$ cat src/rtl/lock_pkg.sv
// Shared definitions for the keypad lock controller: state encoding, digit width,
// default sizing and the lockout timer lead used to align the alarm window.
package lock_pkg;

    localparam int unsigned DIGIT_W         = 4;
    localparam int unsigned DEF_DIGITS      = 4;
    localparam int unsigned DEF_MAX_TRIES   = 3;
    localparam int unsigned DEF_LOCKOUT_CYC = 16;
    localparam int unsigned FAIL_W          = 2;
    localparam int unsigned DCNT_W          = 3;

    // done is registered and the FSM acts on it one edge later, so the timer fires this early
    localparam int unsigned TIMER_LEAD      = 2;

    typedef enum logic [2:0] {
        ST_LOCKED   = 3'd0,
        ST_CHECK    = 3'd1,
        ST_UNLOCKED = 3'd2,
        ST_PROGRAM  = 3'd3,
        ST_LOCKOUT  = 3'd4
    } state_e;

    function automatic logic [FAIL_W-1:0] sat_inc(input logic [FAIL_W-1:0] v,
                                                  input logic [FAIL_W-1:0] lim);
        return (v >= lim) ? lim : FAIL_W'(v + FAIL_W'(1));
    endfunction

endpackage

$ cat src/rtl/lock_timer.sv
// Lockout duration timer: a start pulse arms it and done pulses so that the
// controller leaves LOCKOUT exactly CYCLES edges after the start edge (CYCLES >= 2).
module lock_timer
    import lock_pkg::*;
#(
    parameter int unsigned CYCLES = DEF_LOCKOUT_CYC
) (
    input  logic clk,
    input  logic rst,
    input  logic start,
    output logic done
);

    localparam int unsigned    CNT_W = $clog2(CYCLES + 1);
    localparam logic [CNT_W-1:0] LAST = CNT_W'(CYCLES - TIMER_LEAD);

    logic [CNT_W-1:0] r_cnt;
    logic             r_run;
    logic             r_done;

    always_ff @(posedge clk) begin
        if (!rst) begin
            r_cnt  <= '0;
            r_run  <= 1'b0;
            r_done <= 1'b0;
        end else begin
            r_done <= 1'b0;
            if (start) begin
                r_cnt <= '0;
                r_run <= 1'b1;
            end else if (r_run) begin
                if (r_cnt == LAST) begin
                    r_run  <= 1'b0;
                    r_done <= 1'b1;
                end
                r_cnt <= CNT_W'(r_cnt + CNT_W'(1));
            end
        end
    end

    assign done = r_done;

endmodule

$ cat src/rtl/lock_ctrl.sv
// Keypad lock controller: digit entry, code check, retry lockout and relock.
// Define LOCK_CTRL_PROG_EN to allow reprogramming the code while unlocked.
module lock_ctrl
    import lock_pkg::*;
#(
    parameter int unsigned                   DIGITS       = DEF_DIGITS,
    parameter logic [DIGITS*DIGIT_W-1:0]     DEFAULT_CODE = 16'h1234,
    parameter int unsigned                   MAX_TRIES    = DEF_MAX_TRIES,
    parameter int unsigned                   LOCKOUT_CYC  = DEF_LOCKOUT_CYC
) (
    input  logic               clk,
    input  logic               rst,
    input  logic               key_valid,
    input  logic [DIGIT_W-1:0] key_digit,
    input  logic               key_clear,
    input  logic               lock_cmd,
    input  logic               prog_req,
    output logic               unlocked,
    output logic               alarm,
    output logic [FAIL_W-1:0]  fail_cnt,
    output logic [DCNT_W-1:0]  digit_cnt
);

    localparam int unsigned       CODE_W     = DIGITS * DIGIT_W;
    localparam logic [DCNT_W-1:0] LAST_DIGIT = DCNT_W'(DIGITS - 1);
    localparam logic [FAIL_W-1:0] FAIL_MAX   = FAIL_W'(MAX_TRIES);

    state_e              r_state;
    logic [CODE_W-1:0]   r_buf;
    logic [DCNT_W-1:0]   r_dcnt;
    logic [FAIL_W-1:0]   r_fail;
    logic                r_unlocked;
    logic                r_alarm;

    logic [CODE_W-1:0]   w_code;
    logic [CODE_W-1:0]   w_shifted;
    logic [FAIL_W-1:0]   w_fail_next;
    logic                w_match;
    logic                w_timer_start;
    logic                w_timer_done;

`ifdef LOCK_CTRL_PROG_EN
    logic [CODE_W-1:0]   r_code;
    assign w_code = r_code;
`else
    logic                w_unused_prog;
    assign w_code        = DEFAULT_CODE;
    assign w_unused_prog = prog_req;
`endif

    // New digit enters at the LSBs so the first digit ends up in the MSBs
    assign w_shifted     = CODE_W'({r_buf, key_digit});
    assign w_fail_next   = sat_inc(r_fail, FAIL_MAX);
    assign w_match       = (r_buf == w_code);
    assign w_timer_start = (r_state == ST_CHECK) && !w_match && (w_fail_next == FAIL_MAX);

    lock_timer #(
        .CYCLES (LOCKOUT_CYC)
    ) u_timer (
        .clk   (clk),
        .rst   (rst),
        .start (w_timer_start),
        .done  (w_timer_done)
    );

    always_ff @(posedge clk) begin
        if (!rst) begin
            r_state    <= ST_LOCKED;
            r_buf      <= '0;
            r_dcnt     <= '0;
            r_fail     <= '0;
            r_unlocked <= 1'b0;
            r_alarm    <= 1'b0;
`ifdef LOCK_CTRL_PROG_EN
            r_code     <= DEFAULT_CODE;
`endif
        end else begin
            case (r_state)
                ST_LOCKED: begin
                    if (key_clear) begin
                        r_buf  <= '0;
                        r_dcnt <= '0;
                    end else if (key_valid) begin
                        r_buf <= w_shifted;
                        if (r_dcnt == LAST_DIGIT) begin
                            r_dcnt  <= '0;
                            r_state <= ST_CHECK;
                        end else begin
                            r_dcnt <= DCNT_W'(r_dcnt + DCNT_W'(1));
                        end
                    end
                end

                ST_CHECK: begin
                    r_buf <= '0;
                    if (w_match) begin
                        r_state    <= ST_UNLOCKED;
                        r_unlocked <= 1'b1;
                        r_fail     <= '0;
                    end else begin
                        r_fail <= w_fail_next;
                        if (w_fail_next == FAIL_MAX) begin
                            r_state <= ST_LOCKOUT;
                            r_alarm <= 1'b1;
                        end else begin
                            r_state <= ST_LOCKED;
                        end
                    end
                end

                ST_UNLOCKED: begin
                    if (lock_cmd) begin
                        r_state    <= ST_LOCKED;
                        r_unlocked <= 1'b0;
                        r_buf      <= '0;
                        r_dcnt     <= '0;
                    end
`ifdef LOCK_CTRL_PROG_EN
                    else if (prog_req) begin
                        r_state <= ST_PROGRAM;
                        r_buf   <= '0;
                        r_dcnt  <= '0;
                    end
`endif
                end

                ST_PROGRAM: begin
`ifdef LOCK_CTRL_PROG_EN
                    // Abort paths leave r_code untouched
                    if (lock_cmd) begin
                        r_state    <= ST_LOCKED;
                        r_unlocked <= 1'b0;
                        r_buf      <= '0;
                        r_dcnt     <= '0;
                    end else if (key_clear) begin
                        r_state <= ST_UNLOCKED;
                        r_buf   <= '0;
                        r_dcnt  <= '0;
                    end else if (key_valid) begin
                        if (r_dcnt == LAST_DIGIT) begin
                            r_code  <= w_shifted;
                            r_buf   <= '0;
                            r_dcnt  <= '0;
                            r_state <= ST_UNLOCKED;
                        end else begin
                            r_buf  <= w_shifted;
                            r_dcnt <= DCNT_W'(r_dcnt + DCNT_W'(1));
                        end
                    end
`else
                    r_state    <= ST_LOCKED;
                    r_unlocked <= 1'b0;
                    r_buf      <= '0;
                    r_dcnt     <= '0;
`endif
                end

                ST_LOCKOUT: begin
                    if (w_timer_done) begin
                        r_state <= ST_LOCKED;
                        r_alarm <= 1'b0;
                        r_fail  <= '0;
                    end
                end

                default: begin
                    r_state    <= ST_LOCKED;
                    r_unlocked <= 1'b0;
                    r_alarm    <= 1'b0;
                    r_buf      <= '0;
                    r_dcnt     <= '0;
                end
            endcase
        end
    end

    assign unlocked  = r_unlocked;
    assign alarm     = r_alarm;
    assign fail_cnt  = r_fail;
    assign digit_cnt = r_dcnt;

endmodule
$ cat config.mk
export PLATFORM = sky130hd
export DESIGN_NAME = lock_ctrl
export DESIGN_NICKNAME = d
export VERILOG_FILES = /design/src/rtl/lock_pkg.sv /design/src/rtl/lock_timer.sv /design/src/rtl/lock_ctrl.sv
export SDC_FILE = /design/constraint.sdc
export NUM_CORES = 1
export LEC_CHECK = 0
export CELL_PAD_IN_SITES_DETAIL_PLACEMENT = 0
export CELL_PAD_IN_SITES_GLOBAL_PLACEMENT = 1
export CORE_UTILIZATION = 45
export DETAILED_ROUTE_END_ITERATION = 8
export PLACE_DENSITY = 0.85
export SETUP_SLACK_MARGIN = 0.15
export SYNTH_ARGS = -nofsm -noshare
export SYNTH_HDL_FRONTEND = slang
export SYNTH_SLANG_ARGS = --single-unit
$ cat constraint.sdc
create_clock -name clk -period 3 [get_ports clk]
set_input_delay 0.9 -clock clk [delete_from_list [all_inputs] [get_ports clk]]
set_output_delay 0.9 -clock clk [all_outputs]
set_load 0.1 [all_outputs]
-- Yosys cells after proc, flatten, opt, wreduce, memory -nomap -nowiden
Index checks and enable logic that the tools add are counted.
W data, S select, Z words.
- bits in registers: 33
- output and inout port bits: 7
- word-level logic and storage cells: 83
- add/subtract/negate cells: 3
- order comparisons: 1
- eq/ne operators: 17
- mux-type cells: 31
- bitwise operators: 6
- reduce and logical (&&, ||, !) cells: 16
- operator list (kind ; count):
    $mux W16 ; 3
    $pmux W16 S3 ; 1
    $mux W3 ; 10
    $eq A16 B13 Y1 const B ; 1
    $ne A2 B2 Y1 const B ; 6
    $pmux W3 S4 ; 1
    $eq A3 B2 Y1 const B ; 3
    $mux W1 ; 9
    $pmux W3 S3 ; 1
    $reduce_and A3 Y1 ; 3
    $mux W2 ; 3
    $not A1 Y1 ; 6
    $pmux W1 S3 ; 2
    $reduce_or A2 Y1 ; 3
    $reduce_or A3 Y1 ; 2
    $add A5 B1 Y5 const B ; 1
    $eq A5 B4 Y1 const B ; 1
    $reduce_and A5 Y1 ; 1
    $ne A2 B1 Y1 const B ; 2
    $pmux W2 S2 ; 1
    $reduce_and A4 Y1 ; 1
    $add A3 B1 Y3 const B ; 1
    $eq A3 B1 Y1 const B ; 1
    $eq A3 B3 Y1 const B ; 1
    other kinds (9) ; 10

-- Longest topological paths before layout
- word-level depth: 6
- depth in mapped cells: 6

-- Cells and area by module
A second synthesis with hierarchy kept.
- cell total of the unflattened synthesis: 170
- area, all modules: 1620.3 µm²
- by module, submodules not included (module ; times used ; cells each ; area each (µm²) ; seq. area each (µm²)):
    lock_ctrl ; 1 ; 138 ; 1296.2 ; 520.5
    lock_timer ; 1 ; 32 ; 324.1 ; 140.1

-- Least setup slack after synthesis
Ideal clock, no wire load.
- path type: reg-to-output
- from: register r_fail[1] (netlist: fail_cnt[1])
- to: output fail_cnt[1]
- arrival time: 0.978 ns
- data required time: 2.100 ns
- setup slack: 1.122 ns
- stages on the path, launching flop included: 1
- buffers on the path: 0
- path through: dfxtp_1
- RTL lines (item ; RTL line ; RTL):
    start: declaration ; lock_ctrl.sv:31 ; logic [FAIL_W-1:0] r_fail;
    start signal: assignment ; lock_ctrl.sv:101 ; r_fail <= w_fail_next;
    end: declaration ; lock_ctrl.sv:20 ; output logic [FAIL_W-1:0] fail_cnt,
No word-level cell between the ends.

-- Final worst setup path
- from: input key_clear
- to: register r_buf[15]
- word-level cells in the longest chain between the ends: 2
- elaborated cells between the ends (all ways): 4
- those cells by class: eq/ne: 1; mux: 2; reduce/logical: 1
- RTL lines (item ; RTL line ; RTL):
    start: declaration ; lock_ctrl.sv:15 ; input logic key_clear,
    $ne A3 B3 Y1 (no line) / $mux W16 (equally long branches) ; -- ;
    $reduce_and A3 Y1 (no line) / $pmux W16 S3 (equally long branches) ; -- ;
    end signal: assignment ; lock_ctrl.sv:84 ; r_buf <= w_shifted;
    end: declaration ; lock_ctrl.sv:29 ; logic [CODE_W-1:0] r_buf;
Parallel ways exist; a longest one is shown, timed or not.
A chain may end at the register's enable or synchronous reset.

==> results <==
- The global placer's final weighted congestion is 0.7761.
- The post-synthesis sequential area ratio is 0.4231.
- For this design, the sink count on the clock tree is 33.
- The detailed router finished its first iteration with 102 violations.
- The clock period minus worst slack is 2.130 ns.
- The smallest hold slack is 0.4659 ns.
- The hold violation total from the final report is 0.
- The average vias per placed instance is 5.263.
- After synthesis, the share of cell area in mux cells is 0.
- The worst setup path is launched from an input pin.
- The arrival time at the worst endpoint is 2.38 ns.
- Of the total synthesized cell area, the portion taken by full adders, half adders and majority gates is 0.02404.
- Summed over all cells, the static leakage comes to 0.6332 nW.
- Headroom to the max-slew limit came out at 0.6227.
- TritonCTS built the clock tree.
- At the pin with the least slew margin, the transition time is 0.5625 ns.
- The detailed placer's ending HPWL is 2063 um.
- The number of antenna violations at the first check in global routing came to 0.
- STA puts the critical path data required time at 3.25 ns.
- 0 antenna diodes ended up in the layout.
- The final design utilization is 0.5261.
- The predominant post-synthesis flop cell is sky130_fd_sc_hd__dfxtp_1.
- The final count of negative-setup-slack endpoints is 0.
- The count of cell types in the netlist is 44.
- The global-route wire length before repair is 4712 um.
- The number of routed nets with antenna violations is 0.
- The critical path capture point type is a flop.
- The number of buffers inserted for hold repair after clock tree synthesis is 0.
- The core region is 3337 um2.
- The number of CTS-inserted buffers is 5.
- The CTS root buffer is sky130_fd_sc_hd__clkbuf_4.
- In this run, post-CTS repair resized a total of 0 instances.
- The post-synthesis instance total is 166.
- Of the total synthesized cell area, the portion taken by XOR and XNOR cells is 0.02244.
- The count of input and output buffers is 15.
- Setup repair after global routing left no endpoint under its margin.
- The worst-case clock skew is 0.01644 ns.
- The worst-case IR drop observed on VDD is 0.0002322 V.
- Each instance of the synthesized netlist takes up on average 9.407 um2.
- The finished layout holds 228 standard cells, fillers aside.
- The total power per unit cell area is 426.1 nW/um2.
- The path class of the lowest-slack min-delay path is flop to flop.
- Leaving out fill and tap cells, the most frequent cells in the layout are 33 x sky130_fd_sc_hd__dfxtp_1, 23 x sky130_fd_sc_hd__nand2_1, 15 x sky130_fd_sc_hd__nand3_1.
- Relative to the synthesized area, the layout overhead comes to 12.42%.
- Dividing the final minimum period by the clock period gives 0.7100.
- The initial utilization of the core area, before any placement, comes to 0.4679.
- The number of maximum-capacitance constraint violations is 0.
- The latest clock arrival within the worst-skew pair is 0.33 ns.
- The worst slack after detailed placement is 0.5422 ns.
- The count of placed standard cells including taps is 220.
- Summed over all layers, the routed wires come to 2958 um.
- Total power for the finished layout comes to 0.7481 mW.
- Entering global routing, the biggest net connects 22 pins.
- The run finished with clean final reports.
- The total overflow left after global routing is 0.
- The clock tree synthesis step divided the H-tree into 2 levels.
- The count of warnings emitted by yosys is 0.
- The post-synthesis sequential element count is 33.
- The count of flip-flops with a built-in enable after synthesis is 0.
- The fraction of final layout cells sized beyond drive strength 1 is 0.1703.
- The compound-gate portion of the synthesized area was 0.1931.
- The main combinational cell family by area after synthesis is simple AND/OR/NAND/NOR gates.
- In the global route stage, overall resource usage came out at 0.1763.
- The post-route cell area is 1755 um2.
- For this run, design rule violations remaining after detail routing come to 0.
- After clock tree synthesis, the clock-pin slew on the worst setup and hold paths is 0.11 ns.
- Adding up every negative setup slack in the final design gives 0 ns.
- The number of global-route vias before repair was 1074.
- The final max-slew violation count is 0.
- The horizontal die dimension is 60.91 um.
- The total I/O pin count is 17.
- The floorplan step set the die height to 60.91 um.
- In this run the deepest clock path goes through 2 buffers.
- The floorplan die area is 3709 um2.
- Of all flip-flops after synthesis, the portion carrying an async set or reset was 0.
- The worst setup slack after layout is 0.8701 ns.
- The average routed wire per standard cell is 12.97 um.
- For this run, the post-layout net count is 194.
- The first detailed-routing pass ran for 4 iterations.
- The net count after synthesis is 179.
- The number of placement rows is 21.
- The routed layout has 1200 vias.
- The number of post-CTS setup repair buffers is 0.
- The mapped netlist covers 1561 um2.
- By startpoint and endpoint, the worst setup path is classified as input pin to flop.
- The placed cell area is 1704 um2.
- The basic-gate share of the synthesized area counting and, or, nand and nor cells is 0.2804.
- Along the worst path, the maximum fanout reaches 16.
- The library cell used most frequently in the layout, excluding fill and tap cells, is sky130_fd_sc_hd__dfxtp_1.
- Based on the critical path, the design can be clocked at up to 469.5 MHz.
==> per-layer routing <==
layer / up-vias / track usage / part of all wire
met5: - / 0 / 0
met2: 15 / 0.2826 / 0.48
li1: 623 / - / -
met1: 558 / 0.2231 / 0.48
met3: 4 / 0.05117 / 0.030
met4: 0 / 0.07143 / 0.012
==> cell families (layout without fill, tap and decap cells) <==
| kind of cell | after synthesis | after routing |
|---|---|---|
| compound gates | 35 | 35 |
| fa+ha+maj | 3 | 3 |
| simple gates | 76 | 76 |
| xor+xnor | 4 | 4 |
| buf+inv | 15 | 31 |
| flops | 33 | 33 |
==> synthesized netlist by cell type (4+ instances only) <==
library cell | n | area (um2)
sky130_fd_sc_hd__nand3_1 | 15 | 75.07
sky130_fd_sc_hd__and3_1 | 7 | 43.79
sky130_fd_sc_hd__nor2_1 | 5 | 18.77
sky130_fd_sc_hd__nand4_1 | 4 | 25.02
sky130_fd_sc_hd__buf_6 | 4 | 45.04
sky130_fd_sc_hd__nand2_1 | 23 | 86.33
sky130_fd_sc_hd__a21boi_2 | 6 | 67.56
sky130_fd_sc_hd__clkbuf_1 | 4 | 15.01
sky130_fd_sc_hd__a21boi_0 | 9 | 67.56
sky130_fd_sc_hd__dfxtp_1 | 33 | 660.6
sky130_fd_sc_hd__a21boi_1 | 4 | 30.03
sky130_fd_sc_hd__inv_1 | 5 | 18.77
==> registers in the layout, indices dropped and copies added (netlist names) <==
register and flops:
alarm 1, fail_cnt 2, digit_cnt 3, u_timer.r_run 1
r_state 3, r_buf 16, unlocked 1, u_timer.done 1
u_timer.r_cnt 5
==> critical path, cell delays in order <==
cell and delay (ns):
sky130_fd_sc_hd__clkdlybuf4s50_1 0.52, sky130_fd_sc_hd__o21bai_4 0.22, sky130_fd_sc_hd__o211a_1 0.46, sky130_fd_sc_hd__nand2_1 0.11, sky130_fd_sc_hd__a21boi_0 0.17
==> area by class of cell <==
cell class / instances / area [um2]
clock buffers: 6 / 41.29
inverters: 5 / 18.77
multi-input cells: 118 / 812.0
fillers: 322 / 1582
clock inverters: 2 / 10.01
well taps: 46 / 57.56
flip-flops and latches: 33 / 660.6
repair buffers: 18 / 155.1
==> report_power, final <==
part           switching, mW  internal, mW  leakage (nW)  total (mW)
Sequential           0.00446         0.443         0.267       0.448
Clock                  0.147        0.0892        0.0320       0.237
Combinational         0.0376        0.0263         0.335      0.0639
==> final timing paths <==
kind,endpoint,start,cells after the start,slack (ns)
max,r_buf[15]$_SDFFE_PN0P_,key_clear,5,0.87
max reg2reg,r_buf[15]$_SDFFE_PN0P_,r_state[2]$_SDFFE_PN0P_,4,1.35
min,digit_cnt[2]$_SDFFE_PN0P_,digit_cnt[2]$_SDFFE_PN0P_,2,0.47
min reg2reg,digit_cnt[2]$_SDFFE_PN0P_,digit_cnt[2]$_SDFFE_PN0P_,2,0.47
Note: power is estimated with default switching activity, not from simulation.
